**src/rtl/riscv_pkg.sv**
```systemverilog
// Shared RV32I/RV64I decode definitions: opcodes, op_class bit
// positions and the decoded-field bundle passed from decode to execute.
package riscv_pkg;

    localparam int XLEN_DEFAULT = 32;

    localparam logic [6:0] OP_R      = 7'b0110011;
    localparam logic [6:0] OP_I      = 7'b0010011;
    localparam logic [6:0] OP_LOAD   = 7'b0000011;
    localparam logic [6:0] OP_S      = 7'b0100011;
    localparam logic [6:0] OP_B      = 7'b1100011;
    localparam logic [6:0] OP_JAL    = 7'b1101111;
    localparam logic [6:0] OP_JALR   = 7'b1100111;
    localparam logic [6:0] OP_LUI    = 7'b0110111;
    localparam logic [6:0] OP_AUIPC  = 7'b0010111;
    localparam logic [6:0] OP_FENCE  = 7'b0001111;
    localparam logic [6:0] OP_SYSTEM = 7'b1110011;

    localparam int CLS_R      = 0;
    localparam int CLS_I      = 1;
    localparam int CLS_LOAD   = 2;
    localparam int CLS_S      = 3;
    localparam int CLS_B      = 4;
    localparam int CLS_JAL    = 5;
    localparam int CLS_JALR   = 6;
    localparam int CLS_LUI    = 7;
    localparam int CLS_AUIPC  = 8;
    localparam int CLS_FENCE  = 9;
    localparam int CLS_SYSTEM = 10;
    localparam int NUM_CLS    = 11;

    // XLEN-independent part of a decoded instruction; imm and pc
    // travel beside it at the width chosen by the instantiating stage.
    typedef struct packed {
        logic [4:0]         rd;
        logic [4:0]         rs1;
        logic [4:0]         rs2;
        logic [2:0]         funct3;
        logic [6:0]         funct7;
        logic [NUM_CLS-1:0] op_class;
        logic               illegal;
    } dec_t;

endpackage

```
**src/rtl/decode_comb.sv**
```systemverilog
// Pure combinational RV32I/RV64I field, immediate and legality decode.
// Illegal encodings report op_class = 0 and imm = 0.
module decode_comb
    import riscv_pkg::*;
#(
    parameter int XLEN = XLEN_DEFAULT
) (
    input  logic [31:0]     instr,
    output dec_t            dec,
    output logic [XLEN-1:0] imm
);

    logic [NUM_CLS-1:0] cls;
    logic [NUM_CLS-1:0] cls_ok;
    logic [31:0]        imm32;
    logic               r_bad;
    logic               bad;

    always_comb begin
        cls = '0;
        unique case (instr[6:0])
            OP_R:      cls[CLS_R]      = 1'b1;
            OP_I:      cls[CLS_I]      = 1'b1;
            OP_LOAD:   cls[CLS_LOAD]   = 1'b1;
            OP_S:      cls[CLS_S]      = 1'b1;
            OP_B:      cls[CLS_B]      = 1'b1;
            OP_JAL:    cls[CLS_JAL]    = 1'b1;
            OP_JALR:   cls[CLS_JALR]   = 1'b1;
            OP_LUI:    cls[CLS_LUI]    = 1'b1;
            OP_AUIPC:  cls[CLS_AUIPC]  = 1'b1;
            OP_FENCE:  cls[CLS_FENCE]  = 1'b1;
            OP_SYSTEM: cls[CLS_SYSTEM] = 1'b1;
            default:   cls = '0;
        endcase

        r_bad = cls[CLS_R] &&
                (instr[31:25] != 7'b0000000) &&
                (instr[31:25] != 7'b0100000);
        bad = (instr[1:0] != 2'b11) || (cls == '0) || r_bad;
        cls_ok = bad ? '0 : cls;

        unique case (1'b1)
            cls_ok[CLS_I], cls_ok[CLS_LOAD], cls_ok[CLS_JALR]:
                imm32 = {{20{instr[31]}}, instr[31:20]};
            cls_ok[CLS_S]:
                imm32 = {{20{instr[31]}}, instr[31:25], instr[11:7]};
            cls_ok[CLS_B]:
                imm32 = {{19{instr[31]}}, instr[31], instr[7],
                         instr[30:25], instr[11:8], 1'b0};
            cls_ok[CLS_LUI], cls_ok[CLS_AUIPC]:
                imm32 = {instr[31:12], 12'b0};
            cls_ok[CLS_JAL]:
                imm32 = {{11{instr[31]}}, instr[31], instr[19:12],
                         instr[20], instr[30:21], 1'b0};
            default:
                imm32 = '0;
        endcase
    end

    assign imm = XLEN'($signed(imm32));

    assign dec.rd       = instr[11:7];
    assign dec.rs1      = instr[19:15];
    assign dec.rs2      = instr[24:20];
    assign dec.funct3   = instr[14:12];
    assign dec.funct7   = instr[31:25];
    assign dec.op_class = cls_ok;
    assign dec.illegal  = bad;

endmodule

```
**src/rtl/decode_stage.sv**
```systemverilog
// Registered decode stage between fetch and execute with valid/ready
// handshake, flush, and an optional two-entry skid buffer.
module decode_stage
    import riscv_pkg::*;
#(
    parameter int XLEN = XLEN_DEFAULT,
    parameter int SKID = 1
) (
    input  logic            clk,
    input  logic            rst,
    input  logic            flush,
    input  logic            in_valid,
    output logic            in_ready,
    input  logic [31:0]     instr,
    input  logic [XLEN-1:0] in_pc,
    output logic            out_valid,
    input  logic            out_ready,
    output logic [XLEN-1:0] out_pc,
    output logic [4:0]      rd_addr,
    output logic [4:0]      rs1_addr,
    output logic [4:0]      rs2_addr,
    output logic [2:0]      funct3,
    output logic [6:0]      funct7,
    output logic [XLEN-1:0] imm,
    output logic [10:0]     op_class,
    output logic            illegal
);

    typedef struct packed {
        dec_t            d;
        logic [XLEN-1:0] imm;
        logic [XLEN-1:0] pc;
    } entry_t;

    dec_t            dec_w;
    logic [XLEN-1:0] imm_w;
    entry_t          din;
    entry_t          head;
    logic            head_v;

    decode_comb #(.XLEN(XLEN)) u_dec (
        .instr (instr),
        .dec   (dec_w),
        .imm   (imm_w)
    );

    assign din = {dec_w, imm_w, in_pc};

    if (SKID == 0) begin : g_reg
        logic acc;

        assign in_ready = !head_v || out_ready;
        assign acc      = in_valid && in_ready && !flush;

        always_ff @(posedge clk) begin
            if (rst) begin
                head_v <= 1'b0;
                head   <= '0;
            end else if (flush) begin
                head_v <= 1'b0;
            end else if (acc) begin
                head_v <= 1'b1;
                head   <= din;
            end else if (out_ready) begin
                head_v <= 1'b0;
            end
        end
    end else begin : g_skid
        typedef enum logic [1:0] {EMPTY, ONE, TWO} state_t;

        state_t state;
        state_t state_n;
        entry_t skid;
        logic   acc;
        logic   drain;
        logic   ld_head_in;
        logic   ld_head_skid;
        logic   ld_skid;

        // in_ready decodes the state register only: no path from out_ready
        assign in_ready = (state != TWO);
        assign head_v   = (state != EMPTY);
        assign acc      = in_valid && in_ready && !flush;
        assign drain    = head_v && out_ready;

        always_comb begin
            state_n      = state;
            ld_head_in   = 1'b0;
            ld_head_skid = 1'b0;
            ld_skid      = 1'b0;
            case (state)
                EMPTY: begin
                    if (acc) begin
                        state_n    = ONE;
                        ld_head_in = 1'b1;
                    end
                end
                ONE: begin
                    if (acc && drain) begin
                        ld_head_in = 1'b1;
                    end else if (acc) begin
                        state_n = TWO;
                        ld_skid = 1'b1;
                    end else if (drain) begin
                        state_n = EMPTY;
                    end
                end
                TWO: begin
                    if (drain) begin
                        state_n      = ONE;
                        ld_head_skid = 1'b1;
                    end
                end
                default: state_n = EMPTY;
            endcase
            if (flush) begin
                state_n = EMPTY;
            end
        end

        always_ff @(posedge clk) begin
            if (rst) begin
                state <= EMPTY;
                head  <= '0;
                skid  <= '0;
            end else begin
                state <= state_n;
                if (ld_head_in) begin
                    head <= din;
                end else if (ld_head_skid) begin
                    head <= skid;
                end
                if (ld_skid) begin
                    skid <= din;
                end
            end
        end
    end

    assign out_valid = head_v;
    assign out_pc    = head.pc;
    assign rd_addr   = head.d.rd;
    assign rs1_addr  = head.d.rs1;
    assign rs2_addr  = head.d.rs2;
    assign funct3    = head.d.funct3;
    assign funct7    = head.d.funct7;
    assign imm       = head.imm;
    assign op_class  = head.d.op_class;
    assign illegal   = head.d.illegal;

endmodule

```
**config.mk**
```make
export PLATFORM = sky130hd
export DESIGN_NAME = decode_stage
export DESIGN_NICKNAME = d
export VERILOG_FILES = /design/src/rtl/riscv_pkg.sv /design/src/rtl/decode_comb.sv /design/src/rtl/decode_stage.sv
export SDC_FILE = /design/constraint.sdc
export NUM_CORES = 1
export LEC_CHECK = 0
export CORE_MARGIN = 4
export CORE_UTILIZATION = 55
export CTS_CLUSTER_SIZE = 14
export DETAILED_ROUTE_END_ITERATION = 16
export DONT_BUFFER_PORTS = 1
export PLACE_DENSITY = 0.7
export SETUP_SLACK_MARGIN = 0.2
export SYNTH_ARGS = -nofsm -noshare
export SYNTH_HDL_FRONTEND = slang
export SYNTH_SLANG_ARGS = --single-unit
```
**constraint.sdc**
```tcl
create_clock -name clk -period 2.05 [get_ports clk]
set_input_delay 0.615 -clock clk [delete_from_list [all_inputs] [get_ports clk]]
set_output_delay 0.615 -clock clk [all_outputs]
set_load 0.1 [all_outputs]
```
==> reports/results.txt <==
Outcome: complete, no violations
FF/Latch Area: 4090 um^2
Crit path kind: flip-flop to output pin
Post-synth top flop: dfxtp_1
Clock Latency Late Sink: 0.50 ns
I/O pin count: 172
TritonCTS clock tree: done
Synth Area in Compound Gates: 21.6%
Nets: 1,180
Max frequency: 0.542 GHz
Post-Synth Simple-Gate Area: 23.2%
Pre-CTS WS: 0.118 ns
Combinational power share: 15.6%
CP Capture Type: output pin
Fraction of layout cells with a size suffix above 1: 19.1%
CTS root buf: clkbuf_16
Crit Path Max Fanout: 8
Yosys warning count: 0
Via density: 5.73
Mean Syn Cell Area: 8.26 um^2
Slew headroom: 62.5%
Slew Limit Fails: 0
Power Density: 916 nW/um^2
Initial antenna violation count: 0
Distinct cells, synth: 55
Type of the tightest min-delay check: input port to flip-flop
Setup total negative slack: 0 ns
Max incr delay on CP: 0.38 ns
Router iterations before antenna repair: 5
Synthesized netlist cell count: 1,049
Top routing layer in use: met4
Vias after detailed routing: 7,653
Worst Tran Pin Value: 0.558 ns
Die Wd: 133 um
Xor and xnor area share after synthesis: 0%
Post-synth net total: 1,118
GRT Overall Usage: 25.5%
Post-DP HPWL: 15.1 mm
Post-Place Cell Area: 9560 um^2
Routed WL per cell: 17.7 um
CP max-delay cell: or2_4
First-pass GRT wire length: 38.0 mm
Worst setup margin: 0.205 ns
WP data required: 1.43 ns
Iter 0 DRT Violations: 583
Critical Path AT: 1.23 ns
Yosys reg bits: 204
Core Area: 15,300 um^2
Port Buf Inserts: 0
Post-route cell area: 10,300 um^2
Min cycle time layout: 1.85 ns
Max_cap viols: 0
Hold-fix buffers, CTS: 0
Met3 WL: 2.26 mm
H-tree lvl count: 1
EDFF count, synth: 0
Num rows: 45
Ant. Diodes: 0
Final setup violating endpoints: 0
Mapped cell area: 8660 um^2
Die H: 133 um
Commonest non-fill, non-tap cell in the layout: nand2_1
Internal cell power: 6.68 mW
Clock group share of total power: 40.3%
Ys async rst share: 0%
CTS buffer count: 22
Clk sinks: 204
Post-synthesis adder-cell area fraction: 0%
Fill cell total of the finished layout: 1,296
Buffers plus inverters on the worst setup path: 0
CP Cell Sequence: or2_4
Final Hold Fails: 0
GPL Wtd Cong: 0.854
Worst Clk Skew: 0.00802 ns
Most frequent cells in the layout: 313 x nand2_1, 202 x dfxtp_1, 118 x buf_4, 96 x nor2_1, 83 x a21oi_1
Power share of the sequential group: 44.1%
Sw Pwr: 2.76 mW
RSZ-0062 raised after global routing: true
Largest family of logic cells by synthesized area: simple AND/OR/NAND/NOR gates
Area Growth Syn to Fin: 18.9%
Multi-input logic area: 4110 um^2
Residual DRC count: 0
Die area: 17,800 um^2
Starting Density: 56.6%
Mux cell area share after synthesis: 2.47%
Clock Pin Slew Worst Setup and Hold Paths: 0.06 ns
Metal-1 WL: 9.82 mm
Vias in the first global route: 7,190
CTS max path bufs: 3
Seq/Total Area, Yosys: 47.1%
Final period utilization: 90.0%
Post-Route WL: 23.7 mm
Leakage Power: 3.60 nW
Gr ovfl total: 0
Maximum vdd drop: 0.682 mV
Worst setup SP type: flip-flop
ANT nets after route: 0
Pin count of the biggest net entering global routing: 190
Net Sw Frac: 29.3%
Worst hold slack: 0.183 ns
DR WL met2: 11.3 mm
Crit path max-delay family: simple AND/OR/NAND/NOR gates
[power by group through the flow]
stage | Clock, mW | Combinational (mW) | Sequential [mW]
2_1_floorplan | 0 | 0.410 | 5.08
3_3_place_gp | 0 | 1.46 | 4.24
6_report | 3.81 | 1.47 | 4.16
4_1_cts | 3.86 | 1.48 | 4.16
5_1_grt | 4.03 | 1.53 | 4.17
3_5_place_dp | 0 | 1.47 | 4.25
[cell usage after synthesis, types with 4 or more instances]
cell / instances / area share, %
a211oi_2: 11 / 1.6
nand3_1: 25 / 1.4
nand2b_1: 5 / 0.36
mux2i_1: 12 / 1.4
a31oi_1: 16 / 1.2
dfxtp_1: 204 / 47
buf_4: 16 / 1.4
a221oi_2: 11 / 1.9
nand4_1: 4 / 0.29
buf_6: 5 / 0.65
clkbuf_1: 42 / 1.8
a311oi_1: 72 / 7.3
nand2_1: 314 / 14
nor2_1: 96 / 4.2
o21ai_0: 29 / 1.7
a21oi_1: 84 / 4.9
buf_2: 26 / 1.5
a221o_1: 8 / 0.92
mux2_2: 7 / 0.91
nor2b_1: 5 / 0.36
a211oi_1: 10 / 0.87
[registers in the layout, indices dropped and copies added (netlist names)]
register / count
g_skid.skid: 101
imm: 32
out_pc: 32
op_class: 11
funct7: 7
rd_addr: 5
rs1_addr: 5
rs2_addr: 5
funct3: 3
g_skid.state: 2
illegal: 1
[layer usage]
metal  global-route usage, %  vias up
li1                        -     3774
met2                    42.6      270
met5                       0        -
met1                    32.9     3585
met4                    4.74        0
met3                    7.93       24
[final timing paths]
| path | end | cells after the start | slack (ns) | from |
|---|---|---|---|---|
| worst max-delay path | out_valid | 1 | 0.20 | g_skid.state[0] |
| worst min-delay path | rd_addr[1] | 1 | 0.18 | rst |
| worst max register to register | rs1_addr[1] | 5 | 0.30 | g_skid.state[1] |
| worst min register to register | g_skid.skid[40] | 2 | 0.45 | g_skid.skid[40] |
[cell type report]
type	count	area share, %
well taps	211	2.56
multi-input cells	750	39.9
repair buffers	130	10.9
flip-flops and latches	204	39.7
clock inverters	5	0.279
inverters	3	0.109
clock buffers	32	6.50
[metrics by stage]
stage	utilization (%)	power, mW	instances
2_1_floorplan	-	5.49	1049
3_3_place_gp	62.4	5.70	1296
3_5_place_dp	62.4	5.72	1296
4_1_cts	67.2	9.50	1335
5_1_grt	67.3	9.73	1335
6_report	67.3	9.44	1335
[kinds of logic (layout without fill, tap and decap cells)]
group,Yosys count,count (layout)
AND/OR/NAND/NOR,477,477
buffers and inverters,95,170
multiplexers,20,20
flip-flops,204,204
AO/OA/AOI/OAI,253,253
[repair_timing]
item	in CTS	in global routing
gates resized for setup	7	2
endpoints found under the setup margin	2	13
buffers inserted	2	0
pin swaps	1	1
cloned	0	0
(Power assumes the default switching activity.)
